===== src/rtl/branch_pkg.sv =====
// Shared definitions for the branch unit: op encoding, FSM state type and
// target-select codes used between branch_cond and branch_unit.
package branch_pkg;

    localparam logic [2:0] OP_NONE = 3'b000;
    localparam logic [2:0] OP_J    = 3'b001;
    localparam logic [2:0] OP_BEQ  = 3'b010;
    localparam logic [2:0] OP_BGEZ = 3'b011;
    localparam logic [2:0] OP_BRN  = 3'b100;
    localparam logic [2:0] OP_JM   = 3'b101;
    localparam logic [2:0] OP_BALZ = 3'b110;
    localparam logic [2:0] OP_ILL  = 3'b111;

    typedef enum logic [1:0] {
        IDLE     = 2'd0,
        MEM_WAIT = 2'd1,
        REDIRECT = 2'd2
    } state_t;

    typedef enum logic [1:0] {
        SEL_NONE = 2'd0,
        SEL_REL  = 2'd1,
        SEL_RS   = 2'd2,
        SEL_JT   = 2'd3
    } tgt_sel_t;

    // Ops that count as branch activity: everything except none and illegal.
    function automatic logic is_branch_op(input logic [2:0] op);
        return (op != OP_NONE) && (op != OP_ILL);
    endfunction

endpackage


===== src/rtl/branch_cond.sv =====
// Combinational branch condition decode: maps (op, Z, N) to taken and the
// source of the redirect target. jm is resolved by the FSM, not here.
module branch_cond
    import branch_pkg::*;
(
    input  logic [2:0] op,
    input  logic       z,
    input  logic       n,
    output logic       taken,
    output tgt_sel_t   tgt_sel
);

    always_comb begin
        taken   = 1'b0;
        tgt_sel = SEL_NONE;
        case (op)
            OP_J: begin
                taken   = 1'b1;
                tgt_sel = SEL_JT;
            end
            OP_BEQ: begin
                taken   = z;
                tgt_sel = SEL_REL;
            end
            OP_BGEZ: begin
                taken   = ~n;
                tgt_sel = SEL_REL;
            end
            OP_BRN: begin
                taken   = n;
                tgt_sel = SEL_RS;
            end
            OP_BALZ: begin
                taken   = z;
                tgt_sel = SEL_REL;
            end
            default: begin
                taken   = 1'b0;
                tgt_sel = SEL_NONE;
            end
        endcase
    end

endmodule


===== src/rtl/branch_unit.sv =====
// Branch unit: evaluates control-flow ops against the Z/N status flags, issues a
// registered PC redirect, and fetches jm targets from memory. Optional
// performance counters are built only when BRANCH_PERF_CNT_EN is defined.
module branch_unit
    import branch_pkg::*;
#(
    parameter int ADDR_W = 32,
    parameter int OFF_W  = 16,
    parameter int CNT_W  = 16
) (
    input  logic              clk,
    input  logic              reset,
    input  logic              op_valid,
    input  logic [2:0]        op,
    input  logic              flag_we,
    input  logic              alu_zero,
    input  logic              alu_neg,
    input  logic [ADDR_W-1:0] pc,
    input  logic [ADDR_W-1:0] rs_val,
    input  logic [ADDR_W-1:0] jtarget,
    input  logic [OFF_W-1:0]  imm,
    output logic              mem_req,
    output logic [ADDR_W-1:0] mem_addr,
    input  logic              mem_ack,
    input  logic [ADDR_W-1:0] mem_rdata,
    output logic              pc_load,
    output logic [ADDR_W-1:0] next_pc,
    output logic              taken,
    output logic              link_we,
    output logic [ADDR_W-1:0] link_data,
    output logic              busy,
    output logic              ill_op,
    output logic [CNT_W-1:0]  br_cnt,
    output logic [CNT_W-1:0]  tk_cnt
);

    state_t            state_q, state_d;
    logic              z_q, z_d, n_q, n_d;
    logic              pc_load_q, pc_load_d;
    logic              taken_q, taken_d;
    logic              link_we_q, link_we_d;
    logic              ill_op_q, ill_op_d;
    logic [ADDR_W-1:0] next_pc_q, next_pc_d;
    logic [ADDR_W-1:0] link_data_q, link_data_d;
    logic [ADDR_W-1:0] mem_addr_q, mem_addr_d;

    logic              z_eff, n_eff;
    logic              cond_taken;
    tgt_sel_t          tgt_sel;
    logic [ADDR_W-1:0] pc_plus4, imm_sext, rel_target, target;
    logic              accept;

    // Flags written this cycle are forwarded into the same-cycle evaluation.
    assign z_eff = flag_we ? alu_zero : z_q;
    assign n_eff = flag_we ? alu_neg  : n_q;

    assign pc_plus4   = pc + ADDR_W'(4);
    assign imm_sext   = ADDR_W'($signed(imm));
    assign rel_target = pc_plus4 + (imm_sext << 2);
    assign accept     = op_valid && (state_q == IDLE);

    branch_cond u_cond (
        .op      (op),
        .z       (z_eff),
        .n       (n_eff),
        .taken   (cond_taken),
        .tgt_sel (tgt_sel)
    );

    always_comb begin
        case (tgt_sel)
            SEL_REL: target = rel_target;
            SEL_RS:  target = rs_val;
            SEL_JT:  target = jtarget;
            default: target = '0;
        endcase
    end

    always_comb begin
        state_d     = state_q;
        z_d         = z_q;
        n_d         = n_q;
        pc_load_d   = 1'b0;
        taken_d     = 1'b0;
        link_we_d   = 1'b0;
        ill_op_d    = 1'b0;
        next_pc_d   = next_pc_q;
        link_data_d = link_data_q;
        mem_addr_d  = mem_addr_q;

        if (flag_we) begin
            z_d = alu_zero;
            n_d = alu_neg;
        end

        case (state_q)
            IDLE: begin
                if (accept) begin
                    if (op == OP_JM) begin
                        state_d    = MEM_WAIT;
                        mem_addr_d = rs_val;
                    end else if (op == OP_ILL) begin
                        ill_op_d = 1'b1;
                    end else if (op != OP_NONE) begin
                        if (cond_taken) begin
                            pc_load_d = 1'b1;
                            taken_d   = 1'b1;
                            next_pc_d = target;
                        end
                        // balz links whether or not the branch goes.
                        if (op == OP_BALZ) begin
                            link_we_d   = 1'b1;
                            link_data_d = pc_plus4;
                        end
                    end
                end
            end
            MEM_WAIT: begin
                if (mem_ack) begin
                    state_d   = REDIRECT;
                    pc_load_d = 1'b1;
                    taken_d   = 1'b1;
                    next_pc_d = mem_rdata;
                end
            end
            REDIRECT: state_d = IDLE;
            default:  state_d = IDLE;
        endcase
    end

    always_ff @(posedge clk) begin
        if (reset) begin
            state_q     <= IDLE;
            z_q         <= 1'b0;
            n_q         <= 1'b0;
            pc_load_q   <= 1'b0;
            taken_q     <= 1'b0;
            link_we_q   <= 1'b0;
            ill_op_q    <= 1'b0;
            next_pc_q   <= '0;
            link_data_q <= '0;
            mem_addr_q  <= '0;
        end else begin
            state_q     <= state_d;
            z_q         <= z_d;
            n_q         <= n_d;
            pc_load_q   <= pc_load_d;
            taken_q     <= taken_d;
            link_we_q   <= link_we_d;
            ill_op_q    <= ill_op_d;
            next_pc_q   <= next_pc_d;
            link_data_q <= link_data_d;
            mem_addr_q  <= mem_addr_d;
        end
    end

    assign mem_req   = (state_q == MEM_WAIT);
    assign busy      = (state_q != IDLE);
    assign mem_addr  = mem_addr_q;
    assign pc_load   = pc_load_q;
    assign taken     = taken_q;
    assign next_pc   = next_pc_q;
    assign link_we   = link_we_q;
    assign link_data = link_data_q;
    assign ill_op    = ill_op_q;

`ifdef BRANCH_PERF_CNT_EN
    logic [CNT_W-1:0] br_cnt_q, br_cnt_d;
    logic [CNT_W-1:0] tk_cnt_q, tk_cnt_d;

    // Both counters stick at all-ones rather than wrapping.
    always_comb begin
        br_cnt_d = br_cnt_q;
        tk_cnt_d = tk_cnt_q;
        if (accept && is_branch_op(op) && (br_cnt_q != '1))
            br_cnt_d = br_cnt_q + CNT_W'(1);
        if (taken_d && (tk_cnt_q != '1))
            tk_cnt_d = tk_cnt_q + CNT_W'(1);
    end

    always_ff @(posedge clk) begin
        if (reset) begin
            br_cnt_q <= '0;
            tk_cnt_q <= '0;
        end else begin
            br_cnt_q <= br_cnt_d;
            tk_cnt_q <= tk_cnt_d;
        end
    end

    assign br_cnt = br_cnt_q;
    assign tk_cnt = tk_cnt_q;
`else
    assign br_cnt = '0;
    assign tk_cnt = '0;
`endif

endmodule

===== config.mk =====
export PLATFORM = sky130hd
export DESIGN_NAME = branch_unit
export DESIGN_NICKNAME = d
export VERILOG_FILES = /design/src/rtl/branch_pkg.sv /design/src/rtl/branch_cond.sv /design/src/rtl/branch_unit.sv
export SDC_FILE = /design/constraint.sdc
export NUM_CORES = 1
export LEC_CHECK = 0
export BUFFER_PORTS_ARGS = -buffer_cell sky130_fd_sc_hd__buf_2
export CORE_ASPECT_RATIO = 1.25
export CORE_UTILIZATION = 40
export CTS_BUF_LIST = sky130_fd_sc_hd__clkbuf_8
export DETAILED_ROUTE_END_ITERATION = 10
export GPL_TIMING_DRIVEN = 0
export HOLD_SLACK_MARGIN = 0.03
export PLACE_DENSITY_LB_ADDON = 0.2
export SLEW_MARGIN = 20
export SYNTH_ARGS = -nofsm -noshare
export SYNTH_HDL_FRONTEND = slang
export SYNTH_HIERARCHICAL = 1
export SYNTH_SLANG_ARGS = --single-unit

===== constraint.sdc =====
create_clock -name clk -period 7.63 [get_ports clk]
set_clock_uncertainty 0.1 [all_clocks]
set_input_delay 0.763 -clock clk [delete_from_list [all_inputs] [get_ports clk]]
set_output_delay 0.763 -clock clk [all_outputs]
set_load 0.01 [all_outputs]

# After elaboration in Yosys (flattened, before gate mapping)
# Index checks and enable logic that the tools add are counted.
# op_classes
add_sub_neg,2
n_eq_ne,18
muxes,25
bitwise_logic,6
n_reduce_logical,13
# op_table
op,n
$mux 32,6
$pmux 32 s3,1
$pmux 32 s2,1
$add 32x3->32 const B,1
$add 32x32->32,1
$eq 3x3->1 const B,4
$mux 1,10
$ne 2x2->1 const B,4
$reduce_and 7->1,1
$eq 3x2->1 const B,2
$mux 2,3
$ne 2x1->1 const B,3
$not 1->1,6
$pmux 2 s3,1
$reduce_and 3->1,2
$reduce_and 6->1,1
$reduce_or 6->1,1
$eq 2x1->1 const B,2
$eq 2x2->1 const B,2
$pmux 1 s4,1
$pmux 2 s2,1
$reduce_bool 2->1,2
$reduce_or 4->1,1
$eq 3x1->1 const B,1
other kinds (6),6
# word_totals
regBits,103
input_bits,154
out_inout_bits,134
wordCells,73

# Longest topological paths before layout
# depth
ltp_word,11
mapped_depth,16
depth_no_buf,15

# By module
# Netlist, hierarchy kept.
# by_module_without_submodules
module,instances,cells_per_inst,area_per_inst_um2,seq_area_each_um2
branch_unit,1,939,7093.1,2062.0
branch_cond,1,9,68.8,0.0

# Worst setup path after synthesis
# No wires, ideal clock.
# synth_path
kind,input to register
startpoint,input port pc[4]
endpoint,"register next_pc_q[29], in the netlist next_pc[29]"
setup_ps,86
arrival_time_ps,3611
required_ps,7444
slack_ps,3833
path_stages,16
path_buffers,1
cell_sequence,nand3_1 -> nor4_2 -> inv_2 -> nor2_1 -> nand4_1 -> xor2_1 -> inv_1 -> ha_1 -> clkbuf_1 -> nand4_1 -> nor4_1 -> nand3_1 -> a21oi_1 -> o21ai_0 -> o41a_1 -> a211oi_1
# synth_between
elab_chain_cells,9
# synth_lines
element,line,text
from (decl),branch_unit.sv:18,"input logic [ADDR_W-1:0] pc,"
$add 32x3->32,branch_unit.sv:57,assign pc_plus4 = pc + ADDR_W'(4);
named net pc_plus4[23],branch_unit.sv:50,"logic [ADDR_W-1:0] pc_plus4, imm_sext, rel_target, target;"
$add 32x32->32,branch_unit.sv:59,assign rel_target = pc_plus4 + (imm_sext << 2);
$pmux 32 s3,branch_unit.sv:71,case (tgt_sel)
$mux 32,branch_unit.sv:105,if (cond_taken) begin
$mux 32,branch_unit.sv:104,end else if (op != OP_NONE) begin
$mux 32,branch_unit.sv:102,end else if (op == OP_ILL) begin
$mux 32,branch_unit.sv:99,if (op == OP_JM) begin
$mux 32,branch_unit.sv:98,if (accept) begin
$pmux 32 s2,branch_unit.sv:96,case (state_q)
to (signal assigned),branch_unit.sv:151,next_pc_q <= next_pc_d;
to (decl),branch_unit.sv:43,"logic [ADDR_W-1:0] next_pc_q, next_pc_d;"
# The timed path passes the listed nets, and every way through them passes these cells. The select of a mux whose other input is x is not followed.
# A chain may end at the register's enable or synchronous reset.

# Final worst setup path
# layout_path
startpoint,input port pc[4]
endpoint,"register next_pc_q[31], in the netlist next_pc[31]"
# Same word-level chain as after synthesis.

==> results.toml <==
[synth]
syn_inst = 948
avgSynthCellArea_um2 = 7.55
ys_types = 72
ys_seq_area_share_pct = 28.8
synthesis.area_um2 = 7160
yosysWarnings = 6
async_flop_share_pct = 0
synth_edf_count = 0
synth_flop_cell = "dfxtp_1"
yosys_register_bits = 103

[global_route]
grt_max_degree = 18
grt_pass1_vias = 7137
grt_pass1_wl_mm = 39.1
track_usage_pct = 27.8
grt_overflow_total = 0
antenna_found_initial = 2

[routing]
vias_per_cell = 5.39
drc = 0
dr.pass1.iters = 5
drt_iter0_markers = 451
ant_nets = 0
dr_total_vias = 7942
routedWlPerCell_um = 17.8
drt_wl_total_mm = 26.2

[die]
fp.dieH_um = 152
core_um2 = 17500
rows = 54
io-pin-count = 288
initial_core_util_pct = 40.9
die-area_um2 = 18400
die_x_um = 122

[clock_network]
cts.repair.resized = 0
clk_pin_slew_ps = 110
cts.sinks = 103
cts.path.max_buffers = 2
numCtsBuffers = 9
cts_hold_repair.buffers = 0
cts_setup_buffers = 0
root_buffer = "clkbuf_8"
h-tree-depth = 3
clock_latency_ps = 400
cts_tree = "built"

[worst_hold_path]
min-delay-start = "mem_addr[0]"
min_path_type = "reg -> reg"
hold_depth = 2

[sta]
whs_ps = 358
rsz0062_at_grt = "no"
fin_crit_ps = 4770
period_share_pct = 62.5
worstMarginPinSlew_ps = 867
setup_viol = 0
final_max_slew_viol_count = 0
setup_tns_ps = 0
slew_headroom_pct = 42.2
max_clock_freq_mhz = 210
finalHoldViolCount = 0

[setup_path]
crit_start = "pc[4]"
end_kind = "flip-flop"
rr_endpoint = "next_pc[16]"
worstPathRequired_ps = 7800
reg2reg_slack_ps = 4470
r2r_cells = 10
cp.arrival_ps = 4940
critPathCapture = "next_pc[31]"
crit_fanout = 10
startpoint_type = "primary input"
timing.rr.start = "n_q"
setup.worst_path.class = "in -> reg"

[placement]
dp_hpwl_mm = 21.2
place_congestion = 0.895
port_buffers = 254

[power_and_ir_drop]
ir_worst_vdd_v = 0.0000829
seq_power_share_pct = 42.5
internal-power_uw = 856
power_frac_comb_pct = 31.4
p_per_area_nw_per_um2 = 149
switching_share_pct = 36.1
switching_power_uw = 483
clkPwrFrac_pct = 26.1
leakagePower_nw = 4.02

[finish]
fillers = 1803
fin_nets = 1432
syn2layout_area_growth_pct = 25.8
drive_above_1_share_pct = 27.5
multi_input_area_um2 = 4650
final-seq-area_um2 = 2060

[job]
maxCapViolCount = 0

[outcome]
status = "complete, no violations"
-- worst min-delay path by stage --
stage / endpoint / slack [ps]
after CTS: next_pc[5] / 360
after detailed placement: next_pc[5] / 340
after global routing: mem_addr[0] / 370
after global placement: next_pc[8] / 340
final: mem_addr[0] / 360
after floorplan: next_pc[5] / 380
-- final cells by class --
type / count / area share, %
multi-input combinational: 758 / 51.5
buffer: 90 / 5.16
timing repair buffer: 254 / 14.1
tap: 224 / 3.11
antenna: 1 / 0.0278
clock inverter: 5 / 0.472
inverter: 28 / 1.17
sequential: 103 / 22.9
clock buffer: 10 / 1.53
-- per-layer routing --
layer | global-route usage [%] | vias up | share of wire (%)
met5 | 0 | - | 0.053
met4 | 11.2 | 2 | 2.5
met3 | 4.30 | 39 | 6.5
met2 | 48.9 | 330 | 49
met1 | 33.7 | 3618 | 42
li1 | - | 3953 | -
-- registers in the layout, indices dropped and copies added, names as in the netlist --
signal and count:
ill_op 1, link_data 32, link_we 1, mem_addr 32, n_q 1, next_pc 32, state_q 2, taken 1
z_q 1
-- worst max-delay path, stage by stage --
cell	delay, ps
buf_2	140
nand3_1	220
nor4_2	650
inv_2	70
nor2_1	280
nand4_1	160
xor2_1	220
inv_1	80
ha_1	280
clkbuf_1	350
nand4_1	210
nor4_1	580
nand4_1	200
a21oi_1	220
o22ai_1	120
xnor2_1	290
o22ai_1	100
-- power by group through the flow --
stage	logic (mW)	registers (mW)	clock network (mW)
after floorplan	0.253	0.589	0
after global placement	0.411	0.581	0
after detailed placement	0.413	0.581	0
after CTS	0.416	0.569	0.354
after global routing	0.459	0.571	0.377
final	0.420	0.569	0.350
-- layout by cell type (no fill, tap or decap), drive strengths merged, types with 3 or more instances in the layout --
| cell type | instances |
|---|---|
| nor2 | 94 |
| a311oi | 4 |
| conb | 32 |
| a31oi | 4 |
| inv | 30 |
| nand3 | 20 |
| nor4 | 9 |
| mux2 | 24 |
| o21bai | 3 |
| o31ai | 6 |
| or3 | 6 |
| ha | 33 |
| o211ai | 9 |
| mux2i | 14 |
| a21boi | 3 |
| o21ai | 34 |
| nor3b | 3 |
| and3 | 5 |
| a21o | 7 |
| o21a | 8 |
| and2 | 3 |
| nand2 | 134 |
| a211oi | 24 |
| a221o | 5 |
| o221ai | 8 |
| a21oi | 99 |
| clkbuf | 57 |
| a221oi | 14 |
| buf | 297 |
| o22ai | 6 |
| xor2 | 24 |
| dfxtp | 103 |
| nor3 | 42 |
| nand4 | 17 |
| or4 | 5 |
| nor2b | 8 |
| xnor2 | 15 |
| nand3b | 4 |
| nand2b | 6 |
-- stage by stage --
step / cells / total power [mW] / worst slack, ps / instance area [um^2] / utilization, %
2_1_floorplan: 979 / 0.842 / 3830 / 7280 / -
3_3_place_gp: 1457 / 0.992 / 2520 / 8830 / 50.5
3_5_place_dp: 1457 / 0.994 / 2510 / 8830 / 50.5
4_1_cts: 1472 / 1.34 / 2910 / 9010 / 51.5
5_1_grt: 1473 / 1.41 / 2520 / 9010 / 51.5
6_report: 1473 / 1.34 / 2860 / 9010 / 51.5
-- logic make-up after synthesis --
kind of cell    share of synthesized area (%)
buf+inv                                  7.97
other cells                            0.0524
xor+xnor                                 4.77
mux                                      5.73
fa+ha+maj                                6.04
compound gates                           23.6
flops                                    28.8
simple gates                             23.1
-- synthesized netlist by cell type (22+ instances only) --
cell type  instances  area share [%]
nand2_1          134             7.0
dfxtp_1          103              29
a21oi_1           98             6.8
nor2_1            94             4.9
clkbuf_1          47             2.5
nor3_1            42             2.9
buf_4             33             3.5
ha_1              33             5.8
o21ai_0           27             1.9
inv_1             26             1.4
mux2_2            24             3.8
xor2_1            24             2.9
a211oi_1          22             2.3
(Power assumes the default switching activity.)
